## src/rtl/nes_button_event_queue.sv

```systemverilog
// Debounces NES controller snapshots frame by frame and turns committed button
// changes into press/release events, queued in a small first-word-fall-through FIFO.
module nes_button_event_queue #(
  parameter int STABLE_COUNT = 2,
  parameter int FIFO_DEPTH   = 8,
  parameter int ACTIVE_LOW   = 1
) (
  input  logic                          clk,
  input  logic                          reset,
  input  logic [7:0]                    pressedButtons,
  input  logic                          fullReg,
  output logic                          evt_valid,
  input  logic                          evt_ready,
  output logic [3:0]                    evt_data,
  output logic [7:0]                    buttons_stable,
  output logic [$clog2(FIFO_DEPTH):0]   fifo_count,
  output logic                          overflow
);

  localparam int PW = $clog2(FIFO_DEPTH);
  localparam int CW = PW + 1;
  localparam logic [3:0]  STABLE_N = 4'(STABLE_COUNT);
  localparam logic [CW-1:0] DEPTH_N = CW'(FIFO_DEPTH);

  typedef enum logic {IDLE, EMIT} state_t;

  state_t        state_reg;
  logic          full_prev_reg;
  logic [7:0]    cand_reg, cand_next;
  logic [3:0]    cnt_reg, cnt_next;
  logic [7:0]    stable_reg;
  logic [7:0]    pending_reg, pending_next;
  logic [PW-1:0] wr_ptr_reg, rd_ptr_reg;
  logic [CW-1:0] count_reg;
  logic          overflow_reg;
  logic [3:0]    mem [FIFO_DEPTH];

  logic          strobe;
  logic [7:0]    raw;
  logic          commit;
  logic [2:0]    hi_idx;
  logic [3:0]    emit_evt;
  logic          push, pop, push_ok, fifo_full;

  // A frame-complete flag held high for several cycles counts as one frame.
  assign strobe = fullReg & ~full_prev_reg;

  generate
    for (genvar gi = 0; gi < 8; gi++) begin : g_norm
      assign raw[gi] = (ACTIVE_LOW != 0) ? ~pressedButtons[gi] : pressedButtons[gi];
    end
  endgenerate

  always_comb begin
    cand_next = cand_reg;
    cnt_next  = cnt_reg;
    if (strobe) begin
      if (raw == cand_reg) begin
        cnt_next = (cnt_reg >= STABLE_N) ? cnt_reg : cnt_reg + 4'd1;
      end else begin
        cand_next = raw;
        cnt_next  = 4'd1;
      end
    end
  end

  // A commit waits until every event of the previous commit has been emitted.
  assign commit = strobe && (cnt_next == STABLE_N) && (cand_next != stable_reg)
                  && (pending_reg == 8'd0);

  always_comb begin
    hi_idx = 3'd0;
    for (int i = 0; i < 8; i++) begin
      if (pending_reg[i]) hi_idx = 3'(i);
    end
  end

  assign emit_evt = {stable_reg[hi_idx], hi_idx};

  always_comb begin
    pending_next = pending_reg;
    if (commit)
      pending_next = cand_next ^ stable_reg;
    else if (state_reg == EMIT)
      pending_next = pending_reg & ~(8'd1 << hi_idx);
  end

  assign push      = (state_reg == EMIT);
  assign fifo_full = (count_reg == DEPTH_N);
  assign pop       = evt_valid & evt_ready;
  // A full queue only takes a new event if the head leaves in the same cycle.
  assign push_ok   = push & (~fifo_full | pop);

  always_ff @(posedge clk or posedge reset) begin
    if (reset) begin
      state_reg     <= IDLE;
      full_prev_reg <= 1'b0;
      cand_reg      <= 8'd0;
      cnt_reg       <= 4'd0;
      stable_reg    <= 8'd0;
      pending_reg   <= 8'd0;
      wr_ptr_reg    <= '0;
      rd_ptr_reg    <= '0;
      count_reg     <= '0;
      overflow_reg  <= 1'b0;
    end else begin
      full_prev_reg <= fullReg;
      cand_reg      <= cand_next;
      cnt_reg       <= cnt_next;
      pending_reg   <= pending_next;
      state_reg     <= (pending_next != 8'd0) ? EMIT : IDLE;
      if (commit) stable_reg <= cand_next;
      if (push_ok) wr_ptr_reg <= wr_ptr_reg + PW'(1);
      if (pop) rd_ptr_reg <= rd_ptr_reg + PW'(1);
      count_reg <= count_reg + CW'(push_ok) - CW'(pop);
      if (push & ~push_ok) overflow_reg <= 1'b1;
    end
  end

  always_ff @(posedge clk) begin
    if (push_ok) mem[wr_ptr_reg] <= emit_evt;
  end

  assign evt_valid      = (count_reg != '0);
  assign evt_data       = evt_valid ? mem[rd_ptr_reg] : 4'd0;
  assign buttons_stable = stable_reg;
  assign fifo_count     = count_reg;
  assign overflow       = overflow_reg;

endmodule

```

## config.mk

```make
export PLATFORM = sky130hd
export DESIGN_NAME = nes_button_event_queue
export DESIGN_NICKNAME = d
export VERILOG_FILES = /design/src/rtl/nes_button_event_queue.sv
export SDC_FILE = /design/constraint.sdc
export NUM_CORES = 1
export LEC_CHECK = 0
export BUFFER_PORTS_ARGS = -buffer_cell sky130_fd_sc_hd__clkbuf_2
export CAP_MARGIN = 15
export CORE_AREA = 3 3 70 104
export CTS_CLUSTER_DIAMETER = 60
export DETAILED_ROUTE_END_ITERATION = 8
export DIE_AREA = 0 0 73 107
export GPL_TIMING_DRIVEN = 0
export PLACE_DENSITY = 0.74
export SLEW_MARGIN = 20
export SYNTH_ARGS = -nofsm -noshare
export SYNTH_HDL_FRONTEND = slang
export SYNTH_SLANG_ARGS = --single-unit
```

## constraint.sdc

```tcl
create_clock -name clk -period 2.6 [get_ports clk]
set_input_delay 0.39 -clock clk [delete_from_list [all_inputs] [get_ports clk]]
set_output_delay 0.39 -clock clk [all_outputs]
set_load 0.005 [all_outputs]
```

# Word-level counts from Yosys, hierarchy flattened
# Memories as Yosys holds them, arrays and structs flattened.
# Cells that the tools add are included.
[classes]
n_addsub = 5
magnitude_cmp = 2
eq_ne = 4
n_shift = 1
n_mux = 20
bitwise = 19
n_reduce_logical = 6
[op_table]
columns = ["operator", "count"]
rows = [
  ["$mux W8", 4],
  ["$mux W3", 6],
  ["$mux W4", 4],
  ["$not A1 Y1", 11],
  ["$and A8 B8 Y8", 1],
  ["$eq A8 B8 Y1", 1],
  ["$logic_not A8 Y1", 1],
  ["$ne A8 B8 Y1", 1],
  ["$not A8 Y8", 1],
  ["$reduce_bool A8 Y1", 1],
  ["$shl A1 B3 Y8 const A", 1],
  ["$xor A8 B8 Y8", 1],
  ["$add A3 B1 Y3 const B", 2],
  ["$mux W1", 5],
  ["$add A4 B1 Y4", 1],
  ["$add A4 B1 Y4 const B", 1],
  ["$and A1 B1 Y1", 4],
  ["$eq A4 B2 Y1 const B", 1],
  ["$eq A4 B4 Y1 const B", 1],
  ["$ge A4 B2 Y1 const B", 1],
  ["$lt A3 B4 Y1 const B", 1],
  ["$reduce_bool A4 Y1", 1],
  ["$sub A4 B1 Y4", 1],
  ["$bmux W1 S3", 1],
  ["2 further kinds", 4],
]
[totals]
reg_bits = 41
ramBits = 32
in_bits = 12
out_inout_bits = 18
word_cells = 68
memories = 1
[memory_table]
columns = ["name", "depth", "width", "rd", "rd_clocked_by_memory_dff", "wr", "line", "text"]
rows = [
  ["mem", 8, 4, 1, 0, 1, "36", "logic [3:0] mem [FIFO_DEPTH];"],
]

# Longest topological paths before layout
[logic_depth]
word_depth = 14
mapped_depth = 12
ltp_nobuf = 12

# Worst setup path after synthesis
# OpenSTA, ideal clock, no wires.
[synth_timing]
path_kind = "input-to-reg"
from = "input pressedButtons[3]"
to = "register stable_reg[0] (netlist: buttons_stable[0])"
setup_time_ns = 0.128
arrival_time_ns = 2.258
required_time_ns = 2.472
setup_slack_ns = 0.214
path_stages = 9
n_path_buf = 1
cell_sequence = "xnor2_1 -> nor4_1 -> a41o_2 -> buf_12 -> mux2i_1 -> xor2_1 -> nor4_2 -> a21oi_2 -> mux2_1"
[synth_between]
word_cells_on_any_way = 11
cone_classes = "eq/ne (3); mux (4); bitwise (1); reduce/logical (3)"
[synth_lines]
columns = ["element", "line", "text"]
rows = [
  ["from (decl)", "10", "input logic [7:0] pressedButtons,"],
  ["$not A1 Y1", "50", "assign raw[gi] = (ACTIVE_LOW != 0) ? ~pressedButtons[gi] : pressedButtons[gi];"],
  ["$eq A8 B8 Y1", "58", "if (raw == cand_reg) begin"],
  ["$mux W8", "58", ""],
  ["$mux W8", "57", "if (strobe) begin"],
  ["named net cand_next[7]", "29", "logic [7:0] cand_reg, cand_next;"],
  ["$ne A8 B8 Y1", "68", "assign commit = strobe && (cnt_next == STABLE_N) && (cand_next != stable_reg)"],
  ["$logic_and A1 B1 Y1", "68", ""],
  ["$logic_and A1 B1 Y1", "69", "&& (pending_reg == 8'd0);"],
  ["to (signal assigned)", "112", "if (commit) stable_reg <= cand_next;"],
  ["to (decl)", "31", "logic [7:0] stable_reg;"],
]
# The timed path passes the listed nets, and every way through them passes these cells.
# A chain may end at the register's enable or synchronous reset.

# Final worst setup path
[layout_timing]
from = "register cand_reg[3]"
to = "register state_reg (netlist: push)"
[layout_between]
word_cells_on_any_way = 14
cone_classes = "eq/ne (3); mux (6); bitwise (1); reduce/logical (4)"
[layout_lines]
columns = ["element", "line", "text"]
rows = [
  ["from (decl)", "29", ""],
  ["from (signal assigned)", "108", "cand_reg <= cand_next;"],
  ["$eq A8 B8 Y1 *", "58", ""],
  ["$mux W8 *", "58", ""],
  ["$mux W8 *", "57", ""],
  ["named net cand_next[5]", "29", ""],
  ["$ne A8 B8 Y1", "68", ""],
  ["$logic_and A1 B1 Y1", "68", ""],
  ["$logic_and A1 B1 Y1", "69", ""],
  ["$mux W8 *", "82", "if (commit)"],
  ["named net pending_next[5]", "32", "logic [7:0] pending_reg, pending_next;"],
  ["$reduce_bool A8 Y1 *", "111", "state_reg <= (pending_next != 8'd0) ? EMIT : IDLE;"],
  ["$mux W1 *", "111", ""],
  ["to (signal assigned)", "111", ""],
  ["to (decl)", "27", "state_t state_reg;"],
]
# The timed path passes the listed nets; every way through them passes the cells marked *.

==> summary.md <==
| Metric | Value |
|---|---|
| Status | finished with violations |
| Failing checks | setup timing |
| Total global-route track usage | 19.9% |
| Hold Vio Cnt, Final | 0 |
| Placer congestion estimate | 0.841 |
| # nets final | 333 |
| Largest area contributor in the netlist | dfrtp_1 |
| Reg with most FFs | mem |
| Power Dens Cells | 1270 nW/um^2 |
| Layout cell share with drive strength beyond 1 | 34.2% |
| Sequential element share of the synthesized area | 58.6% |
| Root buf cell | clkbuf_8 |
| Width of the chip | 73 microns |
| Pins Over Slew Limit | 0 |
| DRT Wirelength | 6.77 mm |
| Antenna cells | 0 |
| Total die area | 7810 sq um |
| Cells after Synth | 258 |
| Core box area | 6530 sq um |
| Site Rows | 36 |
| Vias | 2130 |
| Post-Syn Nets | 280 |
| Setup Skew | 0.00856 ns |
| Vias in the first global route | 2368 |
| Static leakage | approximately 0.0018 uW |
| Worst Tran Pin Value | between 0.6 and 0.7 ns |
| Max-Cap Viols | 0 |
| Max reg flops | 32 |
| Total power | between 5000 and 6000 uW |
| First-pass GRT wire length | 11.4 mm |
| Antenna Violating Nets Remaining | 0 |
| WL per Instance | 17.3 microns |
| Worst hold path type | in -> async |
| Io pins | 30 |
| P&R area growth vs syn | 23.0% |
| Drt pass-1 iters | 4 |
| PortBufs | 29 |
| Initial core utilization | ~52% |
| Max clock buf depth | 2 |
| Commonest cells after routing, fill and taps aside | dfrtp_1 (41), edfxtp_1 (32), clkbuf_2 (30) |
| Worst EP required | between 2 and 3 ns |
| Crit path DAT | 2.96 ns |
| Synthesized area | ~3400 sq um |
| CP Capture Type | register |
| Worst skew pair latency | 0.35 ns |
| TritonCTS clock tree | built |
| Critical path startpoint category | register |
| Number of DRC markers in iteration 0 | 105 |
| FILL cells | a little under 500 |
| IR drop worst, VDD | 756 uV |
| Synth area leaders | dfrtp_1 (30%), edfxtp_1 (28%), mux4_2 (5.3%) |
| Final Non-Filler Cells | just under 400 |
| DRC | 0 |
| Ys Warns | 0 |
| Netlist cell types | 37 |
| Unrepaired setup endpoints after global routing | true |
| Fin crit share | 105% |
| Setup violators final | 5 |
| Setup CP Type | reg -> reg |
| TritonCTS Sinks | 73 |
| Largest net degree at the start of global routing | 22 |
| Fmax | 0.365 GHz |
| Register bit total from synthesis | 73 |
| DIE HEIGHT | 107 microns |
| Dpl cells | 365 |
| Num CTS Buffers | 9 |
| Total congestion overflow | 0 |
| HPWL after DPL | 4.93 mm |
| Final worst slack | -0.137 ns |
| Hold slack | approximately 0.055 ns |
| Initial antenna violation count | 0 |
| Worst relative slew slack | between 50% and 60% |
| Avg Inst Size Synth | 13.1 sq um |
| Final Critical Period | 2.74 ns |
| Commonest non-fill, non-tap cell in the layout | dfrtp_1 |
| H-tree lvl count | 3 |
| Routed vias/inst | 5.43 |
| Crit path max fanout | 2 |
| CTS clk-pin slew, worst paths | 0.07 ns |
| Share of the synthesized area in the top cell type | 30.3% |
## per-layer routing
| metal | up-vias | GRT usage (%) | part of all wire [%] |
|---|---|---|---|
| li1 | 1016 | - | - |
| met1 | 1062 | 20.5 | 37 |
| met2 | 35 | 36.4 | 57 |
| met3 | 17 | 3.75 | 2.3 |
| met4 | 0 | 10.9 | 3.3 |
| met5 | - | 0 | 0 |
## power by group
group          total (uW)  internal, uW  switching (uW)
clock network         858           468             390
logic                2340          1040            1300
registers            2110          1810             303
total                5310          3310            1990
## final timing paths
check	slack (ns)	from	cells after the start	to
worst max-delay path	-0.14	cand_reg[3]	10	push
worst min-delay path	0.06	reset	2	pending_reg[7]
worst max register to register	-0.14	cand_reg[3]	10	push
worst min register to register	0.49	overflow	1	overflow
max in group asynchronous	2.06	reset	3	buttons_stable[3]
min in group clk	0.17	fullReg	1	full_prev_reg
## kinds of logic (layout without fill, tap and decap cells)
| family | count (synthesis) | count (layout) | share of synthesized area [%] |
|---|---|---|---|
| muxes | 34 | 34 | 13.6 |
| xor gates and xnor gates | 21 | 21 | 5.42 |
| DFF | 73 | 73 | 58.6 |
| AOI/OAI and AO/OA | 25 | 25 | 5.13 |
| adders and majority gates | 10 | 10 | 3.91 |
| and+or+nand+nor | 70 | 70 | 10.1 |
| buffers and inverters | 25 | 83 | 3.25 |
## synth_stat cells, drive strengths merged
cell	number
dfrtp	41
edfxtp	32
inv	20
nand2	20
nor2	20
mux2i	16
xor2	12
mux2	10
ha	9
xnor2	9
mux4	8
o21ai	8
nand2b	6
nand3	6
nor4	6
a21oi	5
clkbuf	4
nor3	4
a21bo	3
a22o	3
and2	2
and3	2
o21bai	2
a21o	1
a41o	1
buf	1
fa	1
nand4	1
nand4bb	1
o211ai	1
o31ai	1
or2	1
or3	1
## critical path: stages, from the launching register on
cell       delay, ns
dfrtp_1         0.42
xnor2_2         0.16
nor4_2          0.34
a41o_2          0.30
buf_6           0.14
mux2i_4         0.26
xor2_2          0.13
buf_4           0.15
a22o_1          0.23
nor4_2          0.34
nand4bb_1       0.13
## area by class of cell
| cell class | instances | area, sq um | share of cell area, % |
|---|---|---|---|
| Buffer | 4 | 32.5 | 0.780 |
| Clock buffer | 13 | 149 | 3.57 |
| Clock inverter | 3 | 40.0 | 0.960 |
| Inverter | 20 | 75.1 | 1.80 |
| Multi-Input combinational cell | 160 | 1520 | 36.4 |
| Sequential cell | 73 | 1990 | 47.6 |
| Tap cell | 76 | 95.1 | 2.28 |
| Timing Repair Buffer | 43 | 274 | 6.57 |
## timing repair
item,in CTS,in global routing
hold buffers,0,0
setup endpoints to repair,21,32
setup buffers,7,6
resized for setup,19,20
pin swaps,5,10
## stage by stage
stage / setup TNS [ns] / area, sq um / setup WS [ns] / util (%)
5_1_grt: -1.01 / 4170 / -0.211 / 63.9
2_1_floorplan: 0 / 3390 / 0.214 / -
3_5_place_dp: -3.31 / 3670 / -0.391 / 56.2
4_1_cts: -0.319 / 4020 / -0.0922 / 61.6
6_report: -0.570 / 4170 / -0.137 / 63.9
3_3_place_gp: -4.56 / 3630 / -0.357 / 55.6
(Power assumes the default switching activity.)
